**config.mk**
```make
export PLATFORM = sky130hd
export DESIGN_NAME = cis_line_capture
export DESIGN_NICKNAME = d
export VERILOG_FILES = /design/src/rtl/cis_line_capture.sv
export SDC_FILE = /design/constraint.sdc
export NUM_CORES = 1
export LEC_CHECK = 0
export ABC_AREA = 1
export CORE_UTILIZATION = 60
export DETAILED_ROUTE_END_ITERATION = 7
export PLACE_DENSITY = 0.82
export SYNTH_ARGS = -nofsm -noshare
export SYNTH_HDL_FRONTEND = slang
export SYNTH_SLANG_ARGS = --single-unit
```
**constraint.sdc**
```tcl
create_clock -name CLK -period 2.7 [get_ports CLK]
set_input_delay 0.405 -clock CLK [delete_from_list [all_inputs] [get_ports CLK]]
set_output_delay 0.405 -clock CLK [all_outputs]
set_load 0.01 [all_outputs]
```
**src/rtl/cis_line_capture.sv**
```systemverilog
// CIS line capture: frames ADC samples into lines using SI_TOGGLE markers and streams tagged
// pixels through a FWFT FIFO. Define CIS_TEST_PATTERN_EN to replace pixel data with a pattern.
module cis_line_capture #(
  parameter int unsigned ADC_W      = 8,
  parameter int unsigned PIXELS     = 2592,
  parameter int unsigned SKIP_PIX   = 60,
  parameter int unsigned FIFO_DEPTH = 16
) (
  input  logic             CLK,
  input  logic             RST,
  input  logic             SI_TOGGLE,
  input  logic [1:0]       SI_CNT,
  input  logic [ADC_W-1:0] ADC_DATA,
  input  logic             ADC_VALID,
  input  logic             CLR_FLAGS,
  output logic [ADC_W-1:0] M_DATA,
  output logic [1:0]       M_COLOR,
  output logic             M_SOL,
  output logic             M_EOL,
  output logic             M_VALID,
  input  logic             M_READY,
  output logic [15:0]      LINE_CNT,
  output logic             OVERFLOW,
  output logic             SHORT_LINE
);

  localparam int unsigned PixW  = (PIXELS > 1) ? $clog2(PIXELS) : 1;
  localparam int unsigned SkipW = (SKIP_PIX > 1) ? $clog2(SKIP_PIX) : 1;
  localparam int unsigned AddrW = (FIFO_DEPTH > 1) ? $clog2(FIFO_DEPTH) : 1;
  localparam int unsigned EntW  = ADC_W + 4;
  localparam logic [PixW-1:0]  PixLast  = PixW'(PIXELS - 1);
  localparam logic [SkipW-1:0] SkipLast = SkipW'(SKIP_PIX - 1);
  localparam logic [AddrW:0]   FifoFull = (AddrW + 1)'(FIFO_DEPTH);

  typedef enum logic [1:0] {StIdle, StSkip, StCapture} state_e;

  state_e             state_q, state_d, cur_st;
  logic               toggle_q, edge_det;
  logic [1:0]         color_q, color_d;
  logic [SkipW-1:0]   skip_q, skip_d, cur_skip;
  logic [PixW-1:0]    pix_q, pix_d, cur_pix;
  logic [15:0]        line_q, line_d;
  logic               ovf_q, ovf_d, short_q, short_d;
  logic               stg_vld_q, stg_vld_d;
  logic [EntW-1:0]    stg_ent_q, stg_ent_d;
  logic [ADC_W-1:0]   cap_data;
  logic               sol, eol, push;
  logic [EntW-1:0]    mem_q [FIFO_DEPTH];
  logic [AddrW-1:0]   wr_ptr_q, wr_ptr_d, rd_ptr_q, rd_ptr_d;
  logic [AddrW:0]     count_q, count_d;
  logic               full, pop, wr_en, ovf_set;

  assign edge_det = toggle_q != SI_TOGGLE;

  always_comb begin
    // An edge restarts framing in the same cycle, so a coincident strobe joins the new line.
    cur_st   = state_q;
    cur_skip = skip_q;
    cur_pix  = pix_q;
    color_d  = color_q;
    short_d  = short_q & ~CLR_FLAGS;
    if (edge_det) begin
      color_d  = SI_CNT;
      cur_skip = '0;
      cur_pix  = '0;
      cur_st   = (SKIP_PIX == 0) ? StCapture : StSkip;
      if (state_q == StCapture) short_d = 1'b1;
    end
    state_d = cur_st;
    skip_d  = cur_skip;
    pix_d   = cur_pix;
    line_d  = line_q;
    push    = 1'b0;
    sol     = 1'b0;
    eol     = 1'b0;
    unique case (cur_st)
      StSkip: begin
        if (ADC_VALID) begin
          if (cur_skip == SkipLast) begin
            state_d = StCapture;
            skip_d  = '0;
          end else begin
            skip_d = cur_skip + SkipW'(1);
          end
        end
      end
      StCapture: begin
        if (ADC_VALID) begin
          push = 1'b1;
          sol  = cur_pix == '0;
          eol  = cur_pix == PixLast;
          if (eol) begin
            state_d = StIdle;
            pix_d   = '0;
            line_d  = line_q + 16'd1;
          end else begin
            pix_d = cur_pix + PixW'(1);
          end
        end
      end
      default: ;
    endcase
`ifdef CIS_TEST_PATTERN_EN
    cap_data = ADC_W'(cur_pix) ^ {color_d, {(ADC_W - 2){1'b0}}};
`else
    cap_data = ADC_DATA;
`endif
    stg_vld_d = push;
    stg_ent_d = {cap_data, color_d, sol, eol};
  end

  always_comb begin
    full     = count_q == FifoFull;
    pop      = (count_q != '0) & M_READY;
    wr_en    = stg_vld_q & (~full | pop);
    ovf_set  = stg_vld_q & full & ~pop;
    ovf_d    = (ovf_q & ~CLR_FLAGS) | ovf_set;
    wr_ptr_d = wr_ptr_q + (wr_en ? AddrW'(1) : AddrW'(0));
    rd_ptr_d = rd_ptr_q + (pop ? AddrW'(1) : AddrW'(0));
    count_d  = count_q;
    if (wr_en & ~pop) count_d = count_q + (AddrW + 1)'(1);
    else if (pop & ~wr_en) count_d = count_q - (AddrW + 1)'(1);
  end

  always_ff @(posedge CLK) begin
    if (RST) begin
      state_q   <= StIdle;
      toggle_q  <= 1'b0;
      color_q   <= 2'd0;
      skip_q    <= '0;
      pix_q     <= '0;
      line_q    <= 16'd0;
      ovf_q     <= 1'b0;
      short_q   <= 1'b0;
      stg_vld_q <= 1'b0;
      stg_ent_q <= '0;
      wr_ptr_q  <= '0;
      rd_ptr_q  <= '0;
      count_q   <= '0;
    end else begin
      state_q   <= state_d;
      toggle_q  <= SI_TOGGLE;
      color_q   <= color_d;
      skip_q    <= skip_d;
      pix_q     <= pix_d;
      line_q    <= line_d;
      ovf_q     <= ovf_d;
      short_q   <= short_d;
      stg_vld_q <= stg_vld_d;
      stg_ent_q <= stg_ent_d;
      wr_ptr_q  <= wr_ptr_d;
      rd_ptr_q  <= rd_ptr_d;
      count_q   <= count_d;
    end
  end

  // Storage needs no reset: outputs are gated while the FIFO is empty.
  always_ff @(posedge CLK) begin
    if (wr_en) mem_q[wr_ptr_q] <= stg_ent_q;
  end

  always_comb begin
    M_VALID = count_q != '0;
    {M_DATA, M_COLOR, M_SOL, M_EOL} = M_VALID ? mem_q[rd_ptr_q] : '0;
  end

  assign LINE_CNT   = line_q;
  assign OVERFLOW   = ovf_q;
  assign SHORT_LINE = short_q;

endmodule

```
After elaboration in Yosys (flattened, before gate mapping)

Memory sizes are Yosys's and may differ from the RTL's. A register that Yosys moved wholly into a read port is not among the register bits.
Index checks and enable logic that the tools add are counted.

Output and inout bits: 31
Input bits: 16
Memories kept: 1
RAM bits: 192
Register bits: 67

Memories:

| memory | depth | bits a word | rd ports | clocked after memory_dff | write ports | RTL line | RTL |
|---|---|---|---|---|---|---|---|
| mem_q  | 16    | 12          | 1        | 1                        | 1           | 48       | `logic [EntW-1:0] mem_q [FIFO_DEPTH];` |

$add $sub $neg: 7
Mux-type cells: 26
Bitwise gates (word level): 16
Reductions and logical operators: 6
Equal/unequal tests: 7

Operators with widths:

| operator                | number |
|---|---|
| $mux W12                | 5 |
| $mux W6                 | 4 |
| $add A16 B1 Y16 const B | 1 |
| $add A12 B1 Y12 const B | 1 |
| $eq A12 B12 Y1 const B  | 1 |
| $logic_not A12 Y1       | 1 |
| $mux W2                 | 6 |
| $mux W5                 | 2 |
| $add A4 B1 Y4           | 2 |
| $and A1 B1 Y1           | 8 |
| $mux W1                 | 7 |
| $add A6 B1 Y6 const B   | 1 |
| $eq A6 B6 Y1 const B    | 1 |
| $not A1 Y1              | 6 |
| $add A5 B1 Y5 const B   | 1 |
| $eq A5 B5 Y1 const B    | 1 |
| $reduce_bool A5 Y1      | 1 |
| $sub A5 B1 Y5 const B   | 1 |
| $eq A2 B2 Y1 const B    | 2 |
| $mux W4                 | 1 |
| $pmux W2 S2             | 1 |
| $reduce_and A3 Y1       | 1 |
| $reduce_or A3 Y1        | 1 |
| $eq A2 B1 Y1 const B    | 1 |
| 4 further kinds         | 5 |

Longest topological paths before layout

Word-level depth: 8
Depth in mapped cells: 18
Gate-level depth less buffers: 17

Worst setup path after synthesis

Ideal clock, no wire load.

Path kind: reg2reg
From: register count_q[0]
To: register count_q[4]
Setup time: 119 ps
Required time: 2581 ps
Path slack: 401 ps
Stages on the path, launching flop included: 16
Path buffers: 0
Clock period less this slack: 2299 ps
Data arrival time: 2180 ps
Path through: dfxtp_1 nor2_1 nand3_1 nor2_1 inv_1 nand2_1 ha_1 inv_1 fa_1 a21o_1 a21oi_1 nor2_1 nor2_1 nand2_1 o21ai_0 a21oi_1

Cells in the longest elaborated chain, start to end: 7

Ends and longest elaborated chain:

| element                      | RTL line | RTL |
|---|---|---|
| start, declared              | 50       | `logic [AddrW:0] count_q, count_d;` |
| start signal, assigned       | 153      | `count_q <= count_d;` |
| $reduce_bool A5 Y1 *         | n/a      |  |
| named net M_VALID            | 20       | `output logic M_VALID,` |
| $and A1 B1 Y1 *              | 114      | `pop = (count_q != '0) & M_READY;` |
| $or A1 B1 Y1                 | 115      | `wr_en = stg_vld_q & (~full \| pop);` |
| $and A1 B1 Y1                | 115      |  |
| $not A1 Y1                   | 122      | `else if (pop & ~wr_en) count_d = count_q - (AddrW + 1)'(1);` |
| $and A1 B1 Y1                | 122      |  |
| $reduce_bool A2 Y1 (no line) | n/a      |  |

Mark *: on every way through the listed nets, which the timed path passes. The rest lies on a longest branch. The select of a mux whose other input is x is not followed.
A chain may end at the register's enable or synchronous reset.

==> reports/metrics.cfg <==
[status]
status=finished clean

[synthesis]
syn_area_um2=10900
avgSynthCellArea_um2=10.6
synth_top_family_by_area=simple AND/OR/NAND/NOR gates
yosys.cell_types.count=45
syn_inst=1024
synth_compound_area_frac=0.120
seq_area_frac_synth=0.650
yosysWarnings=0
netlist.area_leader.share=0.530
synthSimpleGateAreaFrac=0.156
synthTopCellsByArea=edfxtp_1 (53%), dfxtp_1 (12%), nor2_1 (6.7%), o21ai_0 (5.5%), nand2_1 (3.3%)
yosys.area_share.xor_xnor=0.00644
synthesis.nets=1055
synth_seq_cells=257
synth_fa_ha_area_frac=0.0179
synth_mux_area_frac=0
synth_top_cell_by_area=edfxtp_1

[setup_path]
crit_arrival_ps=2290
start_kind=flip-flop
crit_fanout=19
crit_required_ps=2300
cp-end-kind=primary output
path_class=reg -> out

[finish]
area_growth_pct=18.4
final_net_count=1139
stdcell_area_um2=12900
drive_gt1_frac=0.134
utilization=0.737
nFillCells=1146
antenna_cells=0
layout_common_cells=nor2_1 (194), edfxtp_1 (192), o21ai_0 (117), nand2_1 (95), inv_1 (79)
layout_commonest_cell=nor2_1

[grt]
gr-max-usage-layer=met2
grt_pass1_wl_um=41800
grt_use_total=0.301
gr-usage-met2=0.532
grt_antenna_before_repair=0
use_met1=0.377
met3_usage=0.0367
grt_max_degree=39
grt_pass1_vias=7888
overflow=0

[routing]
vias=8215
wirelength_um=27500
drt-vias-per-instance=6.09
drc=0
wl_per_cell_um=20.4
drtAntennaViolNets=0
drtPass1Iterations=5
first_iter_violations=828

[floorplanning]
fp.dieArea_um2=18700
initial_core_util=0.622
fp-row-count=48
dieWidth_um=137
ios=47
fp.coreArea_um2=17500
die_y_um=137

[sta]
tightestPinTransition_ps=644
setup_violations=0
min_period_ps=2690
finClkSkew_ps=15.1
period_share=0.997
relSlewSlack=0.570
max_freq_ghz=0.372
final.setup.tns_ps=0
drv_slew=0
hold_viol=0
whs_ps=410

[placed_design]
dp_hpwl_um=16700
portBuffers=46
placed_area_um2=11900
gp_congestion=0.904

[power]
swShare=0.308
p_int_mw=7.47
clock_power_share=0.319
p_per_area_nw_per_um2=838
pwr-share-seq=0.409
ir_worst_vdd_v=0.000677
p_sw_mw=3.32
p_leak_nw=4.81
pwr-share-comb=0.271
power_mw=10.8

[cts]
cts_made_buffers=25
cts_tree=built
clkSinkCount=257
clk_pin_slew_worst_paths_ps=60
clockRootBuffer=clkbuf_16
cts_max_level=1
clk_path_buf_depth=3
clk_latency_ps=520

[worst_hold_path]
hold_class=in -> reg

[flow_run]
cap_violations=0

## flip-flops by register name, indices dropped and copies added (netlist names), 2 cells and up
register and flops:
mem_q 192, LINE_CNT 16, pix_q 12, stg_ent_q 11, skip_q 6, count_q 5
rd_ptr_q 4, wr_ptr_q 4, state_q 2
## cells by family after synthesis
logic type | Yosys count
buffers and inverters | 133
and+or+nand+nor | 383
adders and majority gates | 15
AOI/OAI and AO/OA | 228
DFF | 257
xor gates and xnor gates | 8
## cell type report
| type | count | area [µm²] | area share |
|---|---|---|---|
| clock buffers | 30 | 654 | 0.0508 |
| clock inverters | 14 | 146 | 0.0114 |
| inverters | 84 | 325 | 0.0253 |
| multi-input cells | 634 | 3330 | 0.259 |
| flip-flops and latches | 257 | 7070 | 0.549 |
| well taps | 225 | 282 | 0.0219 |
| repair buffers | 106 | 1060 | 0.0827 |
## synthesized netlist by cell type, drive strengths merged
| master | instances |
|---|---|
| a211oi | 4 |
| a21boi | 1 |
| a21o | 1 |
| a21oi | 42 |
| a22o | 1 |
| a31oi | 1 |
| and2 | 1 |
| buf | 23 |
| clkbuf | 26 |
| dfxtp | 65 |
| edfxtp | 192 |
| fa | 1 |
| ha | 14 |
| inv | 84 |
| nand2 | 103 |
| nand3 | 47 |
| nand3b | 3 |
| nand4 | 12 |
| nor2 | 200 |
| nor3 | 10 |
| nor3b | 1 |
| nor4 | 5 |
| o21a | 1 |
| o21ai | 128 |
| o221ai | 30 |
| o22ai | 19 |
| or2 | 1 |
| xnor2 | 4 |
| xor2 | 4 |
## metrics by stage
step	setup slack [ps]	std cells
floorplan	401	1024
global placement	94.3	1301
detailed placement	-55.8	1301
CTS	1.97	1348
global route	-4.22	1350
finish	9.33	1350
## final timing paths
kind                   to   startpoint  cells after the start  slack [ps]
max                 M_EOL  rd_ptr_q[1]                      8           9
min          stg_ent_q[5]  ADC_DATA[1]                      3         410
max reg2reg    count_q[4]   count_q[0]                     15         280
min reg2reg      OVERFLOW     OVERFLOW                      2         470
## routing by layer
layer / up-vias / routed length [µm]
met5: - / 0
met1: 3886 / 10300
met2: 475 / 13800
met3: 81 / 2400
met4: 0 / 902
li1: 3773 / -
## critical path, stage by stage (launching register included)
cell,delay [ps]
dfxtp_4,390
inv_4,110
buf_12,180
buf_6,160
o21ai_0,160
o221ai_2,260
nand3_2,150
a21oi_2,200
clkbuf_2,150
## power groups by stage
stage / combinational (mW) / clock (mW) / sequential [mW]
CTS: 2.77 / 3.46 / 4.40
finish: 2.93 / 3.45 / 4.42
floorplan: 1.60 / 0 / 4.42
global route: 3.17 / 3.61 / 4.42
detailed placement: 2.60 / 0 / 4.47
global placement: 2.50 / 0 / 4.47
## timing repair
| item | in CTS | in global routing |
|---|---|---|
| hold buffers | 0 | 0 |
| resized for setup | 35 | 29 |
| buffers inserted | 0 | 1 |
| cloned | 3 | 1 |
| endpoints found under the setup margin | 12 | 12 |
| pin swaps | 8 | 6 |
Power figures use the tool's default switching activity.
